## src/rtl/nettype_pkg.sv

```systemverilog
// Shared types and constant text for the net-type directive emitter.
package nettype_pkg;

    typedef enum logic [3:0] {
        NT_WIRE   = 4'd0,
        NT_TRI    = 4'd1,
        NT_TRI0   = 4'd2,
        NT_TRI1   = 4'd3,
        NT_WAND   = 4'd4,
        NT_TRIAND = 4'd5,
        NT_WOR    = 4'd6,
        NT_TRIOR  = 4'd7,
        NT_TRIREG = 4'd8,
        NT_UWIRE  = 4'd9,
        NT_NONE   = 4'd10
    } nettype_e;

    localparam logic [3:0] NETTYPE_LAST = 4'd10;

    // Codes 2 and 3 are reserved and rejected.
    typedef enum logic [1:0] {
        OP_DEFAULT_NETTYPE = 2'd0,
        OP_RESETALL        = 2'd1
    } op_e;

    typedef enum logic [2:0] {
        S_IDLE,
        S_PREFIX,
        S_NAME,
        S_CR,
        S_LF,
        S_RA
    } state_e;

    localparam int PREFIX_LEN = 17;
    localparam int RA_LEN     = 9;

    // 8'h60 is the grave accent that opens both directives.
    localparam logic [8*PREFIX_LEN-1:0] PREFIX_STR = {8'h60, "default_nettype "};
    localparam logic [8*RA_LEN-1:0]     RA_STR     = {8'h60, "resetall"};

    function automatic logic [7:0] prefix_char(input logic [4:0] idx);
        prefix_char = 8'h00;
        if (int'(idx) < PREFIX_LEN)
            prefix_char = PREFIX_STR[8*(PREFIX_LEN-1-int'(idx)) +: 8];
    endfunction

    function automatic logic [7:0] ra_char(input logic [4:0] idx);
        ra_char = 8'h00;
        if (int'(idx) < RA_LEN)
            ra_char = RA_STR[8*(RA_LEN-1-int'(idx)) +: 8];
    endfunction

endpackage

```

## src/rtl/nettype_name_rom.sv

```systemverilog
// Combinational net-type name table: (code, idx) -> character and name length.
module nettype_name_rom
    import nettype_pkg::*;
(
    input  logic [3:0] i_code,
    input  logic [4:0] i_idx,
    output logic [7:0] o_char,
    output logic [2:0] o_len
);

    logic [47:0] w_name;

    // Length depends only on the code, so callers may feed an index derived from it.
    always_comb begin
        // NOTE: every output of a combinational block gets a default first so no latch is inferred.
        w_name = '0;
        o_len  = 3'd0;
        case (i_code)
            NT_WIRE:   begin w_name = "wire  "; o_len = 3'd4; end
            NT_TRI:    begin w_name = "tri   "; o_len = 3'd3; end
            NT_TRI0:   begin w_name = "tri0  "; o_len = 3'd4; end
            NT_TRI1:   begin w_name = "tri1  "; o_len = 3'd4; end
            NT_WAND:   begin w_name = "wand  "; o_len = 3'd4; end
            NT_TRIAND: begin w_name = "triand"; o_len = 3'd6; end
            NT_WOR:    begin w_name = "wor   "; o_len = 3'd3; end
            NT_TRIOR:  begin w_name = "trior "; o_len = 3'd5; end
            NT_TRIREG: begin w_name = "trireg"; o_len = 3'd6; end
            NT_UWIRE:  begin w_name = "uwire "; o_len = 3'd5; end
            NT_NONE:   begin w_name = "none  "; o_len = 3'd4; end
            default:   begin w_name = '0;       o_len = 3'd0; end
        endcase
    end

    always_comb begin
        o_char = 8'h00;
        if (i_idx < {2'b00, o_len})
            o_char = w_name[8*(5-int'(i_idx)) +: 8];
    end

endmodule

```

## src/rtl/nettype_directive_tx.sv

```systemverilog
// Serialises default-net-type / resetall directive commands as ASCII lines on a
// byte stream and tracks the current default net type.
module nettype_directive_tx
    import nettype_pkg::*;
#(
    parameter bit EOL_CRLF       = 1'b0,
    parameter bit SKIP_REDUNDANT = 1'b0
) (
    input  logic       clk,
    input  logic       rst_n,
    input  logic       cmd_valid,
    output logic       cmd_ready,
    input  logic [1:0] cmd_op,
    input  logic [3:0] cmd_type,
    output logic       out_valid,
    input  logic       out_ready,
    output logic [7:0] out_data,
    output logic       out_last,
    output logic       err,
    output logic [3:0] cur_type
);

    localparam state_e EOL_FIRST = EOL_CRLF ? S_CR : S_LF;

    state_e     r_state, w_nxt_state;
    logic [4:0] r_idx, w_nxt_idx;
    logic [7:0] r_data, w_nxt_data;
    logic       r_last, w_nxt_last;
    logic [3:0] r_cur_type;
    logic       r_err;

    logic       w_accept, w_hs, w_type_ok, w_reject, w_skip;
    logic [7:0] w_rom_char;
    logic [2:0] w_rom_len;

    assign cmd_ready = (r_state == S_IDLE);
    assign out_valid = (r_state != S_IDLE);
    assign out_data  = r_data;
    assign out_last  = r_last;
    assign err       = r_err;
    assign cur_type  = r_cur_type;

    assign w_accept  = cmd_valid && cmd_ready;
    assign w_hs      = out_valid && out_ready;
    assign w_type_ok = (cmd_type <= NETTYPE_LAST);
    assign w_reject  = (cmd_op == OP_DEFAULT_NETTYPE) ? !w_type_ok : (cmd_op != OP_RESETALL);
    assign w_skip    = SKIP_REDUNDANT && (cmd_op == OP_DEFAULT_NETTYPE)
                       && w_type_ok && (cmd_type == r_cur_type);

    // The name is always that of the current type: it was latched at acceptance.
    nettype_name_rom u_rom (
        .i_code (r_cur_type),
        .i_idx  (w_nxt_idx),
        .o_char (w_rom_char),
        .o_len  (w_rom_len)
    );

    // NOTE: async active-low reset, and sequential state is only ever written with <=.
    always_ff @(posedge clk or negedge rst_n) begin
        if (!rst_n) begin
            r_state <= S_IDLE;
            r_idx   <= '0;
        end else begin
            r_state <= w_nxt_state;
            r_idx   <= w_nxt_idx;
        end
    end

    always_comb begin
        w_nxt_state = r_state;
        case (r_state)
            S_IDLE:   if (w_accept && !w_reject && !w_skip)
                          w_nxt_state = (cmd_op == OP_RESETALL) ? S_RA : S_PREFIX;
            S_PREFIX: if (w_hs && r_idx == 5'(PREFIX_LEN-1)) w_nxt_state = S_NAME;
            S_NAME:   if (w_hs && r_idx == {2'b00, w_rom_len - 3'd1}) w_nxt_state = EOL_FIRST;
            S_RA:     if (w_hs && r_idx == 5'(RA_LEN-1)) w_nxt_state = EOL_FIRST;
            S_CR:     if (w_hs) w_nxt_state = S_LF;
            S_LF:     if (w_hs) w_nxt_state = S_IDLE;
            default:  w_nxt_state = S_IDLE;
        endcase

        if (w_nxt_state != r_state)
            w_nxt_idx = '0;
        else if (w_hs)
            w_nxt_idx = r_idx + 5'd1;
        else
            w_nxt_idx = r_idx;
    end

    // Next byte follows the next state, so a stalled beat recomputes the same value.
    always_comb begin
        w_nxt_data = 8'h00;
        w_nxt_last = 1'b0;
        case (w_nxt_state)
            S_PREFIX: w_nxt_data = prefix_char(w_nxt_idx);
            S_NAME:   w_nxt_data = w_rom_char;
            S_RA:     w_nxt_data = ra_char(w_nxt_idx);
            S_CR:     w_nxt_data = 8'h0D;
            S_LF:     begin w_nxt_data = 8'h0A; w_nxt_last = 1'b1; end
            default:  w_nxt_data = 8'h00;
        endcase
    end

    always_ff @(posedge clk or negedge rst_n) begin
        if (!rst_n) begin
            r_data     <= 8'h00;
            r_last     <= 1'b0;
            r_err      <= 1'b0;
            r_cur_type <= NT_WIRE;
        end else begin
            r_data <= w_nxt_data;
            r_last <= w_nxt_last;
            r_err  <= w_accept && w_reject;
            if (w_accept && !w_reject)
                r_cur_type <= (cmd_op == OP_RESETALL) ? NT_WIRE : cmd_type;
        end
    end

endmodule
```

## config.mk

```make
export PLATFORM = sky130hd
export DESIGN_NAME = nettype_directive_tx
export DESIGN_NICKNAME = d
export VERILOG_FILES = /design/src/rtl/nettype_pkg.sv /design/src/rtl/nettype_name_rom.sv /design/src/rtl/nettype_directive_tx.sv
export SDC_FILE = /design/constraint.sdc
export NUM_CORES = 1
export LEC_CHECK = 0
export CAP_MARGIN = 40
export CORE_MARGIN = 5
export CORE_UTILIZATION = 35
export CTS_CLUSTER_SIZE = 16
export DETAILED_ROUTE_END_ITERATION = 6
export PLACE_DENSITY = 0.63
export REMOVE_ABC_BUFFERS = 1
export SLEW_MARGIN = 20
export SYNTH_ARGS = -nofsm -noshare
export SYNTH_HDL_FRONTEND = slang
export SYNTH_SLANG_ARGS = --single-unit
```

## constraint.sdc

```tcl
create_clock -name clk -period 6.15 [get_ports clk]
set_input_delay 0.9225 -clock clk [delete_from_list [all_inputs] [get_ports clk]]
set_output_delay 0.9225 -clock clk [all_outputs]
set_load 0.01 [all_outputs]
```

==> impl_results.md, run 1 <==
* Status: complete, no violations
* Fillers at 780
* Die height at 99.2 microns
* Hold Buf Count CTS at 0
* Port Buffers at 24
* Worst r2r src: cur_type[1]
* Layout cells sized above 1 at about a tenth
* CTS clk-pin slew, worst paths at 90 ps
* Vias in the first global route at between 2000 and 3000
* Antenna violations before repair at 0
* Tcrit/Tclk final at a little over four fifths
* Post-synthesis compound-gate area fraction at ~34%
* Final Hold Fails at 0
* Placed cell area at between 3000 and 4000 sq um
* Largest family of logic cells by synthesized area: compound AO/OA/AOI/OAI gates
* Grt ovf at 0
* Final core occ at between 40% and 50%
* Synth Area in XOR/XNOR at between 5 and 6%
* Ys async rst share at 100%
* First-pass DRT Iterations at 5
* Final WL at roughly 8000 microns
* Yosys top cell area share at approximately a fifth
* Max cap viols at 0
* GRT Total Usage at between 15 and 20%
* Syn-to-layout area delta at 12.8%
* Post-synth top area cell: dfrtp_1
* Main flop type after synthesis: dfrtp_1
* Synth top area cells: dfrtp_1, ha_1, o21ai_0
* Max Fclk at around 190 MHz
* Synth Register Bits at 21
* Post-route setup TNS at 0 ps
* Resize count post-CTS at 0
* Critical path class: reg -> reg
* Multiplexer share of the synthesized area at between 4 and 5%
* Tightest Hold Check Type: reg -> reg
* Clk_skew at roughly 5.9 ps
* N_diodes at 0
* Die ar. at 9850 sq um
* TritonCTS clock tree: done
* Worst Hold Depth at 2
* Cells after Synth at ~350
* Worst R2R End: out_data[2]
* First-pass GRT wire length at ~13000 microns
* DR vias at 2830
* WHS at ~680 ps
* Gpl congestion at between 0.9 and 1
* Num CTS Buffers at 3
* Yosys warnings at 0
* Slew margin rel. at about 45%
* Post-synth EDFFs at 0
* Setup bufs post-CTS at 0
* Hold-critical path endpoint: cur_type[0]
* Sequential area share after synthesis at between 10% and 20%
* Crit Path Max Fanout at 11
* Largest net degree at the start of global routing at 24
* Setup Viol. Count Final at 0
* CP endpoint kind: flip-flop
* CTS HTree Levels at 1
* Clock Tree Root: clkbuf_8
* Antenna-violating nets left at 0
* RSZ-0062 raised after global routing: no
* Worst reg-to-reg path cell count at 19
* Top-count cell post-synth: nand2_1
* Core area at slightly below 8000 sq um
* Hold path startpoint: cur_type[0]
* Critical Path RT at 6350 ps
* Clock sinks at 21
* Mapped Avg Cell Area at 7.92 sq um
* Startpoint types: flip-flop
* Number of remaining DRC errors at 0
* HPWL Detailed at 6340 microns
* Initial core utilization at roughly 36%
* Worst Path Arrival at approximately 5400 ps
* Ports at 26
* Synth Area in Adders at about 7.6%
* Simple-gate share of the synthesized area at a little under a quarter
* Row count at 32
* Final Max Slew Viols at 0
* WL/cell at roughly 17 microns
* Via density per instance at between 6 and 7
* 1st-iter DRT viols at between 200 and 300
* Die W at roughly 100 microns
* Number of buffers on the longest clock path at 2
* Clk_lat worst skew at roughly 260 ps
* Count of cell types in the netlist at between 70 and 80
* Post-route cell area at around 3100 sq um
* Worst slew pin tran at between 800 and 900 ps
* Post-synth top cells: nand2_1, o21ai_0, a21oi_1
* R2R Setup Slk at 980 ps
* Tmin final at approximately 5200 ps
* Nets@finish at approximately 400
* Mapped Area at 2790 sq um
-- layout make-up --
type,instances,area [sq um],share of cell area [%]
sequential,21,526,16.7
clock inverter,1,5.00,0.159
inverter,17,63.8,2.03
tap,102,128,4.06
clock buffer,3,41.3,1.31
timing repair buffer,29,283,9.00
multi-input combinational,296,2100,66.7
-- flip-flops by register name, indices dropped and copies added (netlist names) --
| name | count |
|---|---|
| out_last | 1 |
| out_data | 7 |
| cur_type | 4 |
| r_idx | 5 |
| err | 1 |
| r_state | 3 |
-- critical path: stages, from the launching register on --
cell,delay (ps)
dfrtp_1,560
inv_1,190
ha_1,380
nor2b_1,210
a21oi_1,140
ha_1,240
xor2_1,150
a211o_1,290
and3_1,200
a31oi_2,420
nand2b_1,280
inv_1,240
ha_1,280
a21oi_1,130
nor2b_1,60
nor4_1,350
nand4_4,210
or3b_1,410
a311o_1,280
nand3_1,80
-- cell families (layout without fill, tap and decap cells) --
group                      count (synthesis)  count (layout)
AOI/OAI and AO/OA                        127             127
and+or+nand+nor                          124             124
buffers and inverters                     35              50
DFF                                       21              21
adders and majority gates                 17              17
xor gates and xnor gates                  15              15
muxes                                     12              12
other                                      1               1
-- cell usage in the layout (no fill, tap or decap), types with 9 or more instances in the layout --
cell             instances
a21oi_1                 23
clkdlybuf4s50_1         24
dfrtp_1                 21
ha_1                    17
inv_1                   14
mux2i_1                  9
nand2_1                 37
nand3_1                 16
nor2_1                  19
o21ai_0                 28
xnor2_1                 11
-- per-stage QoR --
| stage | worst slack [ps] | instances |
|---|---|---|
| CTS | 1040 | 468 |
| detailed placement | 1010 | 464 |
| global placement | 1090 | 463 |
| finish | 982 | 469 |
| floorplan | 1590 | 334 |
| global route | 636 | 469 |
-- layer usage --
metal  track usage [%]  share of wire, %
met5                 0                 0
met4              2.00              0.96
met3              2.52               5.8
met2              26.2                47
met1              23.4                47
-- worst max-delay path by stage --
stage | cells after the start | startpoint | to | slack [ps]
after floorplan | 19 | cur_type[1] | out_data[2] | 1590
after global placement | 15 | out_ready | out_data[2] | 1090
after detailed placement | 15 | out_ready | out_data[2] | 1010
after CTS | 19 | cur_type[1] | out_data[2] | 1040
after global routing | 19 | cur_type[1] | out_data[2] | 640
final | 19 | cur_type[1] | out_data[2] | 980
Power of run 1 is left out: the tool's default activity adds up to more than one toggle a clock period on the data nets, which glitch-free logic cannot reach.
==> run 2, diff against run 1 <==
==> constraint.sdc (replaced) <==
create_clock -name clk -period 5.1 [get_ports clk]
set_input_delay 0.765 -clock clk [delete_from_list [all_inputs] [get_ports clk]]
set_output_delay 0.765 -clock clk [all_outputs]
set_load 0.01 [all_outputs]
==> impl_results.md, run 2 (same netlist as run 1, synthesis figures left out) <==
* Tightest Hold Check Type: reg -> reg
* Crit Path Max Fanout at 9
* Clock sinks at 21
* Number of remaining DRC errors at 0
* RSZ-0062 raised after global routing: no
* Commonest non-fill, non-tap cells in the layout: nand2_1, o21ai_0, clkdlybuf4s50_1
* Die height at around 99 microns
* Startpoint types: flip-flop
* Hold Buf Count CTS at 0
* Layout cells sized above 1 at 12.8%
* Clk_skew at slightly above 5 ps
* Tcrit/Tclk final at 90.4%
* Number of buffers on the longest clock path at 2
* WL/cell at about 17 microns
* Max reg flops at 7
* Num CTS Buffers at 3
* Ports at 26
* Fillers at 760
* Post-route cell area at 3220 sq um
* HPWL Detailed at ~6200 microns
* Critical path class: reg -> reg
* Slew margin rel. at between 40% and 50%
* Antenna violations before repair at 0
* Final WL at ~8100 microns
* Gpl congestion at 0.924
* First-pass DRT Iterations at 6
* Critical Path RT at 5310 ps
* Clk_lat worst skew at roughly 270 ps
* Final Max Slew Viols at 0
* Placed cell area at roughly 3100 sq um
* GRT Total Usage at between 10% and 20%
* Nets@finish at about 400
* Die ar. at slightly below 10000 sq um
* Post-route setup TNS at 0 ps
* Worst slew pin tran at 785 ps
* Max Fclk at between 200 and 250 MHz
* Die W at 99.2 microns
* N_diodes at 0
* Setup Viol. Count Final at 0
* Clock Tree Root: clkbuf_8
* Tmin final at 4610 ps
* Antenna-violating nets left at 0
* CP endpoint kind: flip-flop
* Syn-to-layout area delta at 15.4%
* CTS HTree Levels at 1
* Largest net degree at the start of global routing at 22
* TritonCTS clock tree: done
* DR vias at around 2900
* Row count at 32
* Status: complete, no violations
* First-pass GRT wire length at 13300 microns
* Via density per instance at between 6 and 7
* Port Buffers at 24
* Initial core utilization at 36.1%
* Final Hold Fails at 0
* 1st-iter DRT viols at 240
* CTS clk-pin slew, worst paths at 80 ps
* Core area at around 7700 sq um
* Commonest non-fill, non-tap cell in the layout: nand2_1
* Grt ovf at 0
* Max cap viols at 0
* Vias in the first global route at between 2000 and 3000
* Worst Path Arrival at between 4000 and 5000 ps
-- run 2: changes by cell type in the layout (fill, tap and decap cells not counted), sizes merged --
cell | before | now
clkinv | 1 | 0
clkbuf | 4 | 5
buf | 4 | 11
-- run 2: layout make-up --
type	instances	area [sq um]	area share, %
clock buffer	4	45.0	1.40
inverter	17	63.8	1.98
multi-input combinational	296	2120	65.8
sequential	21	526	16.3
tap	102	128	3.97
timing repair buffer	36	338	10.5
-- run 2: routing by layer --
metal  share of wire (%)  vias up  track usage (%)  routed length [microns]
li1                    -     1372                -                        -
met4                 1.6        0             4.94                      127
met2                  45      150             26.1                     3670
met1                  44     1325             22.3                     3580
met3                 8.7       20             3.23                      704
met5                   0        -                0                        0
-- run 2: repair_timing --
item | 4_1_cts | 5_1_grt
setup buffers | 0 | 0
gates resized for setup | 0 | 4
setup endpoints to repair | 0 | 7
-- run 2: worst max-delay path, cell delays in order (launching register included) --
cell and delay, ps:
dfrtp_1 500, inv_1 190, ha_1 400, nor2b_1 200, a21oi_1 120, ha_1 240, xor2_1 150, a211o_1 290
and3_1 210, a31oi_4 300, nand2b_1 120, inv_1 180, ha_1 270, a21oi_1 140, nor2b_1 70, nor4_2 230
nand4_4 200, or3b_1 390, a311o_1 280, nand3_1 70
-- run 2: worst paths after layout --
path,slack (ps),start,cells past startpoint,to
max in group asynchronous,3790,rst_n,2,r_state[2]
worst min-delay path,670,cur_type[1],3,cur_type[1]
worst max-delay path,490,cur_type[0],19,out_data[2]
worst min register to register,670,cur_type[1],3,cur_type[1]
worst max register to register,490,cur_type[0],19,out_data[2]
min in group asynchronous,840,rst_n,1,r_idx[4]
-- run 2: stage by stage --
stage          util (%)  setup slack, ps  instances  hold WS (ps)
4_1_cts            41.3              249        475           672
5_1_grt            41.6             87.2        476           713
6_report           41.6              489        476           667
3_3_place_gp       40.5              398        470           653
3_5_place_dp       40.7              290        471           654
2_1_floorplan         -              541        334           469
Power of run 2 is left out for the same reason.
==> variant (config.mk and constraints of run 1) <==
The package constant `RA_LEN` goes from 9 to 10.
--- a/src/rtl/nettype_pkg.sv
+++ b/src/rtl/nettype_pkg.sv
@@ -33,7 +33,7 @@
     } state_e;
 
     localparam int PREFIX_LEN = 17;
-    localparam int RA_LEN     = 9;
+    localparam int RA_LEN     = 10;
 
     // 8'h60 is the grave accent that opens both directives.
     localparam logic [8*PREFIX_LEN-1:0] PREFIX_STR = {8'h60, "default_nettype "};
Formal check against the unedited RTL: not equivalent (a bounded check fails within 4 cycles, from zero or initial values and one cycle with rst_n low).
==> variant against run 1 <==
Core utilization decreased by 1.6 points; sequential cell count unchanged; worst setup slack improved by 0.36 ns; synthesized area increased by 3.6%; synthesized cell count increased by 8.0%; routed wire length increased by 2.0%; final area increased by 1.2%.
Power is left out: the tool's default activity adds up to more than one toggle a clock period on the data nets, which glitch-free logic cannot reach.
==> variant: results (changes against run 1) <==
Parameter                              Value

Outcome
  Run status ... complete, no violations (unchanged)

Drt
  Initial DRC Count ... 189 (was 280)
  Post-detailed-route via-to-cell ratio ... 5.967 (was 6.034)
  Total routed wirelength ... 8.308 mm (was 8.142 mm)

Setup path
  Arrival time at the worst endpoint ... 5.01 ns (was 5.37 ns)
  CP delay by family, top ... compound AO/OA/AOI/OAI gates (was simple AND/OR/NAND/NOR gates)
  Slowest stage delay, CP ... 0.56 ns (about the same)
  Capture instance of the worst register-to-register path ... out_data[3] (was out_data[2])
  Setup slack of the worst register-to-register path ... 1.34 ns (was 0.98 ns)
  Critical path peak fanout ... 15 (was 11)

Global routing
  Wire length of the first global-routing pass ... 13.69 mm (was 13.30 mm)
  Overall track demand over capacity in global routing ... 16.46% (was 16.20%)
  Pin count of the biggest net entering global routing ... 25 (was 24)
  Via count of the first global-routing pass ... 2,712 (was 2,573)

Finish
  Max reg flops ... 7 (unchanged)
  Filler Cell Count ... 837 (was 780)
  Net count of the finished layout ... 416 (was 395)
  Fraction of layout instances using a drive strength above 1 ... 10.34% (was 10.63%)

Placement
  Placed wire-length estimate after detailed placement ... 6.370 mm (was 6.338 mm)
  Placer's final routability congestion estimate ... 0.8882 (was 0.9069)

Hold path
  Startpoint of the lowest-slack hold path ... cur_type[1] (was cur_type[0])
  Worst min-delay path endpoint ... cur_type[1] (was cur_type[0])

Logic synthesis
  Proportion of synthesized chip area in sequential cells ... 18.21% (was 18.86%)
  Leading post-synthesis cells by cell area ... dfrtp_1 18%, ha_1 7.8%, a21oi_1 5.0%, o21ai_0 4.7%, nand2_1 4.4% (was dfrtp_1 19%, ha_1 7.6%, o21ai_0 5.0%, nand2_1 5.0%, a21oi_1 4.1%)
  Number of unique standard cell types used by synthesis ... 79 (was 76)

Timing
  Slew Limit Headroom ... 51.83% (was 44.68%)
-- variant: layer usage --
metal,track usage (%),vias to the layer above,share of wire (%)
met5,0,-,0
met4,6.632,0,3.9
met3,1.799,22,4.8
met2,26.18,108,45
met1,22.66,1382,46
li1,-,1424,-
-- variant: kinds of logic after synthesis --
group,synth area share [%]
XOR/XNOR,3.771
flip-flops,18.21
AND/OR/NAND/NOR,28.78
buffers and inverters,7.802
other,0.1299
adder cells (fa/ha/maj),7.802
AO/OA/AOI/OAI,30.99
multiplexers,2.514
-- variant: how the worst max path moves through the flow --
stage             endpoint         from
6_report       out_data[3]  cur_type[1]
5_1_grt        out_data[6]  cur_type[0]
4_1_cts        out_data[3]  cur_type[1]
3_5_place_dp   out_data[6]    out_ready
3_3_place_gp   out_data[1]    out_ready
2_1_floorplan  out_data[1]  cur_type[1]
-- variant: worst reg2reg max path: stages (launching register included) --
cell and delay, ns:
dfrtp_1 0.56, inv_1 0.21, ha_1 0.22, nor2b_1 0.14, a21oi_1 0.16, nor2_1 0.05, a31oi_1 0.25, ha_1 0.29
xnor2_1 0.18, nor4_4 0.22, nand3_2 0.16, o21ai_2 0.34, nor2_8 0.12, inv_2 0.23, ha_1 0.39, and4_1 0.23
o211ai_1 0.10, a21oi_1 0.47, a21boi_1 0.28, a2111o_1 0.14
-- variant: layout make-up --
cell class,instances,share of cell area (%)
Clock buffer,3,1.299
Clock inverter,1,0.2361
Inverter,20,2.361
Multi-Input combinational cell,316,67.18
Sequential cell,21,16.53
Tap cell,105,4.132
Timing Repair Buffer,26,8.264
-- variant: metrics by stage --
step / utilization, % / hold slack, ns / area, um2 / std cells
floorplan: - / 0.6269 / 2736 / 357
global placement: 38.21 / 0.6836 / 3108 / 486
detailed placement: 38.49 / 0.7148 / 3131 / 488
CTS: 39.09 / 0.7288 / 3179 / 492
global route: 39.09 / 0.7539 / 3179 / 492
finish: 39.09 / 0.7172 / 3179 / 492
